===== src/rtl/if_fetch_unit_pkg.sv =====
// Shared definitions for the instruction-fetch stage.
//   fetch_state_e  : fetch FSM encoding (boot, run, drain after redirect)
//   FETCH_RESET_PC : default PC loaded on reset
package if_fetch_unit_pkg;

    typedef enum logic [1:0] {
        FETCH_S_BOOT  = 2'd0,
        FETCH_S_RUN   = 2'd1,
        FETCH_S_DRAIN = 2'd2
    } fetch_state_e;

    localparam logic [31:0] FETCH_RESET_PC = 32'h0000_0000;

endpackage


===== src/rtl/if_fetch_unit_fifo.sv =====
// fetch_fifo: small synchronous FIFO with registered head (no bypass).
//   clock, rst_n : clock, asynchronous active-low reset (contents cleared)
//   clear        : synchronous flush of pointers/count, priority over push/pop
//   push, wdata  : write request and data
//   pop          : read request (ignored when empty)
//   rdata        : head entry
//   full, empty  : occupancy flags
//   count        : number of valid entries ($clog2(DEPTH)+1 bits)
module fetch_fifo #(
    parameter int unsigned WIDTH = 32,
    parameter int unsigned DEPTH = 2
) (
    input  logic                   clock,
    input  logic                   rst_n,
    input  logic                   clear,
    input  logic                   push,
    input  logic [WIDTH-1:0]       wdata,
    input  logic                   pop,
    output logic [WIDTH-1:0]       rdata,
    output logic                   full,
    output logic                   empty,
    output logic [$clog2(DEPTH):0] count
);

    localparam int unsigned AW = $clog2(DEPTH);

    logic [WIDTH-1:0] mem [DEPTH];
    logic [AW-1:0]    wr_ptr;
    logic [AW-1:0]    rd_ptr;
    logic             do_push;
    logic             do_pop;

    assign empty   = (count == '0);
    assign full    = (count == (AW+1)'(DEPTH));
    assign do_pop  = pop && !empty;
    // Push while full is allowed only when the head leaves in the same cycle.
    assign do_push = push && (!full || do_pop);
    assign rdata   = mem[rd_ptr];

    always_ff @(posedge clock or negedge rst_n) begin
        if (!rst_n) begin
            for (int unsigned i = 0; i < DEPTH; i++) begin
                mem[AW'(i)] <= '0;
            end
            wr_ptr <= '0;
            rd_ptr <= '0;
            count  <= '0;
        end else if (clear) begin
            wr_ptr <= '0;
            rd_ptr <= '0;
            count  <= '0;
        end else begin
            if (do_push) begin
                mem[wr_ptr] <= wdata;
                wr_ptr      <= wr_ptr + AW'(1);
            end
            if (do_pop) begin
                rd_ptr <= rd_ptr + AW'(1);
            end
            count <= count + (AW+1)'(do_push) - (AW+1)'(do_pop);
        end
    end

endmodule


===== src/rtl/if_fetch_unit.sv =====
// if_fetch_unit: instruction-fetch stage between pc_gen and decode.
//   clock, rst_n          : clock, asynchronous active-low reset
//   pc_o, pause_o         : current fetch PC and stall to pc_gen
//   pc_next               : next PC from pc_gen, registered on each accepted fetch
//   flush, flush_pc       : late redirect, highest priority
//   imem_req/addr/gnt     : in-order request handshake to instruction memory
//   imem_rvalid/rdata     : in-order responses
//   id_valid/ins/pc/ready : {pc, instruction} handoff to decode
module if_fetch_unit
    import if_fetch_unit_pkg::*;
#(
    parameter int unsigned DEPTH    = 2,
    parameter logic [31:0] RESET_PC = FETCH_RESET_PC
) (
    input  logic        clock,
    input  logic        rst_n,
    output logic [31:0] pc_o,
    output logic        pause_o,
    input  logic [31:0] pc_next,
    input  logic        flush,
    input  logic [31:0] flush_pc,
    output logic        imem_req,
    output logic [31:0] imem_addr,
    input  logic        imem_gnt,
    input  logic        imem_rvalid,
    input  logic [31:0] imem_rdata,
    output logic        id_valid,
    output logic [31:0] id_ins,
    output logic [31:0] id_pc,
    input  logic        id_ready
);

    localparam int unsigned CW = $clog2(DEPTH) + 1;

    fetch_state_e  state_q, state_d;
    logic [31:0]   pc_q;
    logic [CW-1:0] discard_q, discard_d;

    logic          accept;
    logic          resp;
    logic          id_pop;
    logic [CW-1:0] in_flight;
    logic [CW:0]   credits_used;

    logic [31:0]   tag_rdata;
    logic          tag_full, tag_empty, tag_pop;
    logic [CW-1:0] tag_count;
    logic [63:0]   inst_rdata;
    logic          inst_full, inst_empty, inst_push;
    logic [CW-1:0] inst_count;

    // The tag queue holds exactly one entry per outstanding request, so its
    // count doubles as the outstanding-request counter.
    assign in_flight = (state_q == FETCH_S_DRAIN) ? discard_q : tag_count;
    assign resp      = imem_rvalid && (in_flight != '0);
    assign id_pop    = id_valid && id_ready;

    // An entry leaving to decode this cycle frees its credit immediately,
    // which is what sustains one fetch per cycle at DEPTH=2.
    assign credits_used = (CW+1)'(tag_count) + (CW+1)'(inst_count) - (CW+1)'(id_pop);

    assign imem_req  = (state_q == FETCH_S_RUN) && !flush && (credits_used < (CW+1)'(DEPTH));
    assign accept    = imem_req && imem_gnt;
    assign tag_pop   = resp && (state_q == FETCH_S_RUN);
    assign inst_push = tag_pop;

    assign pause_o   = !accept;
    assign pc_o      = pc_q;
    assign imem_addr = pc_q;
    assign id_valid  = !inst_empty;
    assign id_pc     = inst_rdata[63:32];
    assign id_ins    = inst_rdata[31:0];

    fetch_fifo #(.WIDTH(32), .DEPTH(DEPTH)) u_tag_q (
        .clock (clock),
        .rst_n (rst_n),
        .clear (flush),
        .push  (accept),
        .wdata (pc_q),
        .pop   (tag_pop),
        .rdata (tag_rdata),
        .full  (tag_full),
        .empty (tag_empty),
        .count (tag_count)
    );

    fetch_fifo #(.WIDTH(64), .DEPTH(DEPTH)) u_inst_q (
        .clock (clock),
        .rst_n (rst_n),
        .clear (flush),
        .push  (inst_push),
        .wdata ({tag_rdata, imem_rdata}),
        .pop   (id_pop),
        .rdata (inst_rdata),
        .full  (inst_full),
        .empty (inst_empty),
        .count (inst_count)
    );

    always_comb begin
        state_d   = state_q;
        discard_d = discard_q;
        if (flush) begin
            // Everything still in flight after this cycle's response is stale.
            discard_d = in_flight - CW'(resp);
            state_d   = (discard_d != '0) ? FETCH_S_DRAIN : FETCH_S_RUN;
        end else begin
            case (state_q)
                FETCH_S_BOOT:  state_d = FETCH_S_RUN;
                FETCH_S_RUN:   state_d = FETCH_S_RUN;
                FETCH_S_DRAIN: begin
                    if (resp) begin
                        discard_d = discard_q - CW'(1);
                        if (discard_q == CW'(1)) begin
                            state_d = FETCH_S_RUN;
                        end
                    end
                end
                default:       state_d = FETCH_S_BOOT;
            endcase
        end
    end

    always_ff @(posedge clock or negedge rst_n) begin
        if (!rst_n) begin
            state_q   <= FETCH_S_BOOT;
            pc_q      <= RESET_PC;
            discard_q <= '0;
        end else begin
            state_q   <= state_d;
            discard_q <= discard_d;
            if (flush) begin
                pc_q <= flush_pc;
            end else if (accept) begin
                pc_q <= pc_next;
            end
        end
    end

`ifndef SYNTHESIS
    always @(posedge clock) begin
        if (rst_n) begin
            assert (!(imem_rvalid && (in_flight == '0)))
                else $error("if_fetch_unit: imem_rvalid with no request in flight");
            assert (!(accept && tag_full))
                else $error("if_fetch_unit: request accepted with tag queue full");
            assert (!(inst_push && inst_full && !id_pop))
                else $error("if_fetch_unit: instruction FIFO overflow");
            assert (!(tag_pop && tag_empty))
                else $error("if_fetch_unit: tag queue underflow");
        end
    end
`endif

endmodule


===== config.mk =====
export PLATFORM = sky130hd
export DESIGN_NAME = if_fetch_unit
export DESIGN_NICKNAME = d
export VERILOG_FILES = /design/src/rtl/if_fetch_unit_pkg.sv /design/src/rtl/if_fetch_unit_fifo.sv /design/src/rtl/if_fetch_unit.sv
export SDC_FILE = /design/constraint.sdc
export NUM_CORES = 1
export LEC_CHECK = 0
export CAP_MARGIN = 5
export CORE_ASPECT_RATIO = 0.9
export CORE_MARGIN = 3
export CORE_UTILIZATION = 51
export CTS_CLUSTER_DIAMETER = 150
export CTS_CLUSTER_SIZE = 25
export DETAILED_ROUTE_END_ITERATION = 10
export PLACE_DENSITY = 0.83
export SYNTH_ARGS = -nofsm -noshare
export SYNTH_HDL_FRONTEND = slang
export SYNTH_SLANG_ARGS = --single-unit

===== constraint.sdc =====
create_clock -name clock -period 3.8 [get_ports clock]
set_input_delay 0.57 -clock clock [delete_from_list [all_inputs] [get_ports clock]]
set_output_delay 0.57 -clock clock [all_outputs]
set_load 0.02 [all_outputs]

# --- Yosys cells after proc, flatten, opt, wreduce, memory -nomap -nowiden ---
# Cells that the tools add are included.
classes:
  n_reduce_logical: 37
  mux: 33
  bitwise_logic: 5
  n_eq_ne: 7
  shift: 0
  magnitude_cmp: 7
  n_div: 0
  add_sub_neg: 12
  mul: 0
op_table:
  columns: ["operator", "n"]
  rows:
  - ["64-bit 2-to-1 mux", 4]
  - ["32-bit 2-to-1 mux", 6]
  - ["128-bit bitwise mux", 1]
  - ["64-bit bitwise mux", 1]
  - ["64-bit demux with 1-bit select", 1]
  - ["32-bit demux with 1-bit select", 1]
  - ["2-bit 2-to-1 mux", 10]
  - ["2-bit nonzero test", 9]
  - ["1-bit logical AND", 12]
  - ["2-bit greater-or-equal comparator, second input constant", 4]
  - ["1-bit 2-to-1 mux", 8]
  - ["1-bit NOT with 2-bit output", 4]
  - ["2-bit AND reduction", 4]
  - ["2-bit equality test, second input constant", 3]
  - ["1-bit zero test", 6]
  - ["2-bit zero test", 3]
  - ["2-bit by 1-bit subtractor with 2-bit output", 3]
  - ["1-bit adder, second input constant", 4]
  - ["2-bit by 1-bit adder with 2-bit output", 2]
  - ["2-bit by 1-bit equality test with 1-bit output, second input constant", 2]
  - ["2-bit by 1-bit less-than comparator with 1-bit output, second input constant", 2]
  - ["2-bit one-hot mux with 2 select lines", 1]
  - ["2-bit by 2-bit adder with 3-bit output", 1]
  - ["3-bit by 2-bit less-than comparator with 1-bit output, second input constant", 1]
  - ["other kinds (7)", 8]
totals:
  latch_bits: 0
  ram_bits: 0
  register_bits: 236
  memories: 0
  wordCells: 114
  in_bits: 102
  output_inout_bits: 131
  rom_bits: 0

# --- Longest topological paths before layout ---
depth:
  depth_word: 11
  mapped_depth: 14

# --- Modules after synthesis ---
# From an unflattened synthesis, not the netlist that was laid out.
hier_totals:
  cells_unflattened: 780
  area_unflattened_um2: 11184.5
by_module_without_submodules:
  columns: ["mod", "cells_each", "n_inst", "area_each_um2"]
  rows:
  - ["fetch_fifo (u_inst_q)", 365, 1, 5979.5]
  - ["fetch_fifo (u_tag_q)", 195, 1, 3106.7]
  - ["if_fetch_unit", 220, 1, 2098.3]

# --- Least setup slack after synthesis ---
# OpenSTA, ideal clock, no wires.
synth_path:
  path_type: "register -> register"
  startpoint: "register u_inst_q.count[1]"
  endpoint: "register u_tag_q.mem[35] (netlist name)"
  path_buffers: 2
  path_stages_with_launch: 13
  setup_slack_ns: 0.339
  arrival_time_ns: 3.337
  synth_period_minus_slack_ns: 3.461
  path_cell_list: "dfrtp_1 > or2_2 > and2_1 > ha_1 > inv_1 > nand2_1 > fa_1 > xnor2_1 > or4b_1 > buf_4 > nor3_4 > buf_6 > mux2_2"
synth_between:
  elab_chain_len: 9
  elab_cells_between_ends: 10
  cone_classes: "add/sub: 2; order compare: 1; reduce/logical: 7"
synth_rtl:
  columns: ["element", "line", "text"]
  rows:
  - ["from (decl)", "if_fetch_unit_fifo.sv:22", "output logic [$clog2(DEPTH):0] count"]
  - ["from (signal assigned)", "if_fetch_unit_fifo.sv:60", "count <= count + (AW+1)'(do_push) - (AW+1)'(do_pop);"]
  - ["2-bit zero test", "if_fetch_unit_fifo.sv:33", "assign empty = (count == '0);"]
  - ["1-bit zero test", "if_fetch_unit.sv:70", "assign id_valid = !inst_empty;"]
  - ["named net id_valid", "if_fetch_unit.sv:27", "output logic id_valid,"]
  - ["1-bit logical AND", "if_fetch_unit.sv:56", "assign id_pop = id_valid && id_ready;"]
  - ["3-bit by 1-bit subtractor with 3-bit output", "if_fetch_unit.sv:60", "assign credits_used = (CW+1)'(tag_count) + (CW+1)'(inst_count) - (CW+1)'(id_pop);"]
  - ["3-bit by 2-bit less-than comparator with 1-bit output", "if_fetch_unit.sv:62", "assign imem_req = (state_q == FETCH_S_RUN) && !flush && (credits_used < (CW+1)'(DEPTH));"]
  - ["1-bit logical AND", "if_fetch_unit.sv:62", null]
  - ["1-bit logical AND", "if_fetch_unit.sv:63", "assign accept = imem_req && imem_gnt;"]
  - ["1-bit logical AND", "if_fetch_unit_fifo.sv:37", "assign do_push = push && (!full || do_pop);"]
  - ["2-bit AND reduction (no line)", null, null]
  - ["to (signal, indexed assignment)", "if_fetch_unit_fifo.sv:54", "mem[wr_ptr] <= wdata;"]
  - ["to (decl)", "if_fetch_unit_fifo.sv:27", "logic [WIDTH-1:0] mem [DEPTH];"]
# The timed path passes the listed nets, and every way through them passes these cells.
# A chain may end at the register's enable or synchronous reset.

# --- Worst setup path in the final report ---
layout_path:
  startpoint: "register u_inst_q.count[1]"
  endpoint: "output port pause_o"
layout_between:
  elab_chain_len: 8
  elab_cells_between_ends: 9
  cone_classes: "add/sub: 2; order compare: 1; reduce/logical: 6"
layout_rtl:
  columns: ["element", "line", "text"]
  rows:
  - ["branches (longest 3 deep; another with 2-bit by 2-bit adder with 3-bit output)", null, null]
  - ["3-bit by 1-bit subtractor with 3-bit output (*)", "if_fetch_unit.sv:60", null]
  - ["3-bit by 2-bit less-than comparator with 1-bit output (*)", "if_fetch_unit.sv:62", null]
  - ["1-bit logical AND (*)", "if_fetch_unit.sv:62", null]
  - ["1-bit logical AND (*)", "if_fetch_unit.sv:63", null]
  - ["1-bit zero test (*)", "if_fetch_unit.sv:67", "assign pause_o = !accept;"]
  - ["to (decl)", "if_fetch_unit.sv:18", "output logic pause_o,"]
# Mark *: on every way between the ends.

==> impl_metrics.yaml <==
clock_tree:
  cts_tree: "yes"
  h-tree-depth: 1
  clk_pin_slew_ns: 0.10
  cts.sink_count: 236
  post_cts_buffers: 0
  clk_latency_ns: 0.47
  root_buffer: "clkbuf_16"
  cts_hold_buffers: 0
  cts_buffers: 13
  cts_buffer_depth: 3
  cts_resized: 6
yosys:
  synth_seq_cells: 236
  netlist_instances: 845
  ys_seq_area_share_pct: 55.6
  synth_warnings: 0
  ys_types: 39
  netlist_area_sq_um: 10600
  synthTopCellsByArea: "dfrtp_1 (56%), mux2_2 (20%), mux2i_1 (6.2%)"
  synth_top_area_share_pct: 55.6
  synth_edf_count: 0
  synthFlopType: "dfrtp_1"
  async_reset_ff_share_pct: 100
  syn_avg_cell_area_sq_um: 12.6
  synth.net_count: 956
  synth.largest_area_cell: "dfrtp_1"
routing:
  route.vias.total: 6899
  wl_met2_mm: 11.1
  met1_length_mm: 10.0
  drt-vias-per-instance: 5.37
  wl_met3_mm: 1.26
  drt_wl_total_mm: 22.6
  dr.pass1.iters: 5
  drc: 0
  top_layer: "met4"
  drt-initial-drc-count: 283
  ant_nets: 0
  wire_per_inst_microns: 17.6
power_and_ir_drop:
  power.total_w: 0.0105
  powerDensity_nw_per_um2: 785
  vdd_drop_max_uv: 589
  p_leak_nw: 6.01
cells_and_area:
  fin_area_sq_um: 13300
  multi_input_area_sq_um: 4210
  utilization_pct: 66.0
  ff_latch_area_sq_um: 5910
  syn2layout_area_growth_pct: 25.7
  nFillCells: 1529
  drive_gt1_share_pct: 22.5
  antenna_cells: 0
  final_nets: 1140
floorplanning:
  die_area_sq_um: 22600
  core_area_sq_um: 20200
  io_pins: 233
  die_w_microns: 158
  initial_utilization_pct: 52.5
  rows: 49
  fp.dieH_microns: 143
grt:
  grt_overflow_total: 0
  grt_max_degree: 119
  grt_pass1_vias: 7187
  grt_use_total_pct: 19.9
  antenna_found_initial: 0
  grt_pass1_wl_mm: 36.9
worst_setup_path:
  crit_required_ns: 3.23
  slowest_stage: "or4b_4"
  crit_path_end_kind: "primary output"
  critical_path_class: "flop to primary output"
  critical-path-max-stage-delay_ns: 0.54
  crit_chain: "or2_2 > and2_1 > ha_1 > inv_1 > nand2_1 > fa_1 > xnor2_1 > or4b_4 > buf_2"
  path_max_fanout: 4
  crit_arrival_ns: 3.05
  worst_setup_path_start_kind: "flop"
place:
  placed_area_sq_um: 13000
  hpwl_mm: 15.0
  gp_congestion: 0.784
  numPortBuffers: 232
run:
  cap_violations: 0
timing:
  finalMaxSlewViolations: 0
  final_hold_viol_count: 0
  max_freq_mhz: 276
  relSlewSlack_pct: 29.6
  grt_setup_unrepaired: "no"
  finalClockSkew_ns: 0.0148
  finalSetupViolCount: 0
  whs_ns: 0.169
  worst_pin_slew_ns: 1.06
  min_period_ns: 3.62
  period_share_pct: 95.4
hold_path:
  min_path_type: "input pin to asynchronous set/reset pin"
outcome:
  status: "completed"
cells in the final DEF (no fill, tap or decap), types with 2 or more instances in the layout:
cell type / n
a21oi_1: 65
and3_1: 2
buf_12: 6
buf_2: 2
buf_4: 13
clkbuf_16: 13
clkdlybuf4s50_1: 228
dfrtp_1: 234
ha_1: 8
inv_1: 9
mux2_1: 7
mux2_2: 186
mux2i_1: 66
nand2_1: 36
nand2b_1: 6
nor2_1: 77
nor2b_1: 3
nor3_4: 2
nor4b_1: 2
o21ai_0: 33
xnor2_1: 6
xor2_1: 2
power breakdown:
part           switching [W]  total, W  leakage [nW]  internal, W
Sequential          0.000692   0.00421          3.04      0.00352
Combinational        0.00223   0.00485          2.80      0.00263
Clock               0.000778   0.00141         0.169     0.000633
kinds of logic (layout without fill, tap and decap cells):
kind of cell,Yosys count,count (layout),synth area share (%)
muxes,259,259,26.7
DFF,236,236,55.6
and+or+nand+nor,138,138,5.92
AOI/OAI and AO/OA,104,104,5.06
buffers and inverters,91,275,4.91
adders and majority gates,9,9,1.13
xor gates and xnor gates,8,8,0.660
synth_stat cells (all sizes together) (2+ instances only):
cell type,instances
or4b,2
inv,9
dfrtp,236
nor2b,3
xnor2,6
ha,8
nand2,36
a21oi,65
and3,2
xor2,2
mux2,193
buf,55
nor2,77
nor3,3
nand2b,6
clkbuf,27
mux2i,66
nor4b,3
o21ai,33
state kept, by name, summed over array words and instances, names as in the netlist:
| register | flops |
|---|---|
| u_inst_q.wr_ptr | 1 |
| state_q | 2 |
| u_inst_q.rd_ptr | 1 |
| u_tag_q.rd_ptr | 1 |
| u_inst_q.mem | 128 |
| u_tag_q.wr_ptr | 1 |
| u_tag_q.mem | 64 |
| u_tag_q.count | 2 |
| u_inst_q.count | 2 |
| imem_addr | 32 |
| discard_q | 2 |
metal layers:
| layer | vias up | GRT usage, % |
|---|---|---|
| met5 | - | 0 |
| met4 | 0 | 2.35 |
| met3 | 14 | 3.64 |
| met2 | 179 | 34.7 |
| met1 | 3439 | 27.0 |
| li1 | 3267 | - |
worst paths after layout:
check	from	endpoint	slack, ns	cells after the start
worst max register to register	u_inst_q.count[1]	u_tag_q.mem[20]	0.27	12
max in group asynchronous	rst_n	u_tag_q.rd_ptr	2.68	2
worst min-delay path	rst_n	u_inst_q.mem[1]	0.17	1
min in group clock	u_tag_q.mem[2]	u_tag_q.mem[2]	0.50	1
worst max-delay path	u_inst_q.count[1]	pause_o	0.18	9
worst min register to register	u_tag_q.mem[2]	u_tag_q.mem[2]	0.50	1
worst max-delay path, delay by kind of cell (launching register included):
family | cells | cell delay, ns
xor+xnor | 1 | 0.16
fa+ha+maj | 2 | 0.65
buf+inv | 2 | 0.25
flops | 1 | 0.42
simple gates | 4 | 1.09
layout make-up:
type,count,area share (%)
clock inverter,1,0.122
sequential,236,44.3
tap,255,2.39
multi-input combinational,518,31.5
inverter,9,0.253
clock buffer,14,2.47
timing repair buffer,251,19.0
per-stage QoR:
stage / std cells / setup TNS, ns / setup slack (ns)
6_report: 1284 / 0 / 0.176
5_1_grt: 1284 / 0 / 0.0318
4_1_cts: 1284 / 0 / 0.118
3_5_place_dp: 1269 / -9.81 / -0.182
3_3_place_gp: 1269 / -5.91 / -0.120
2_1_floorplan: 845 / 0 / 0.339
No activity file was read; power rests on OpenSTA's default activity.
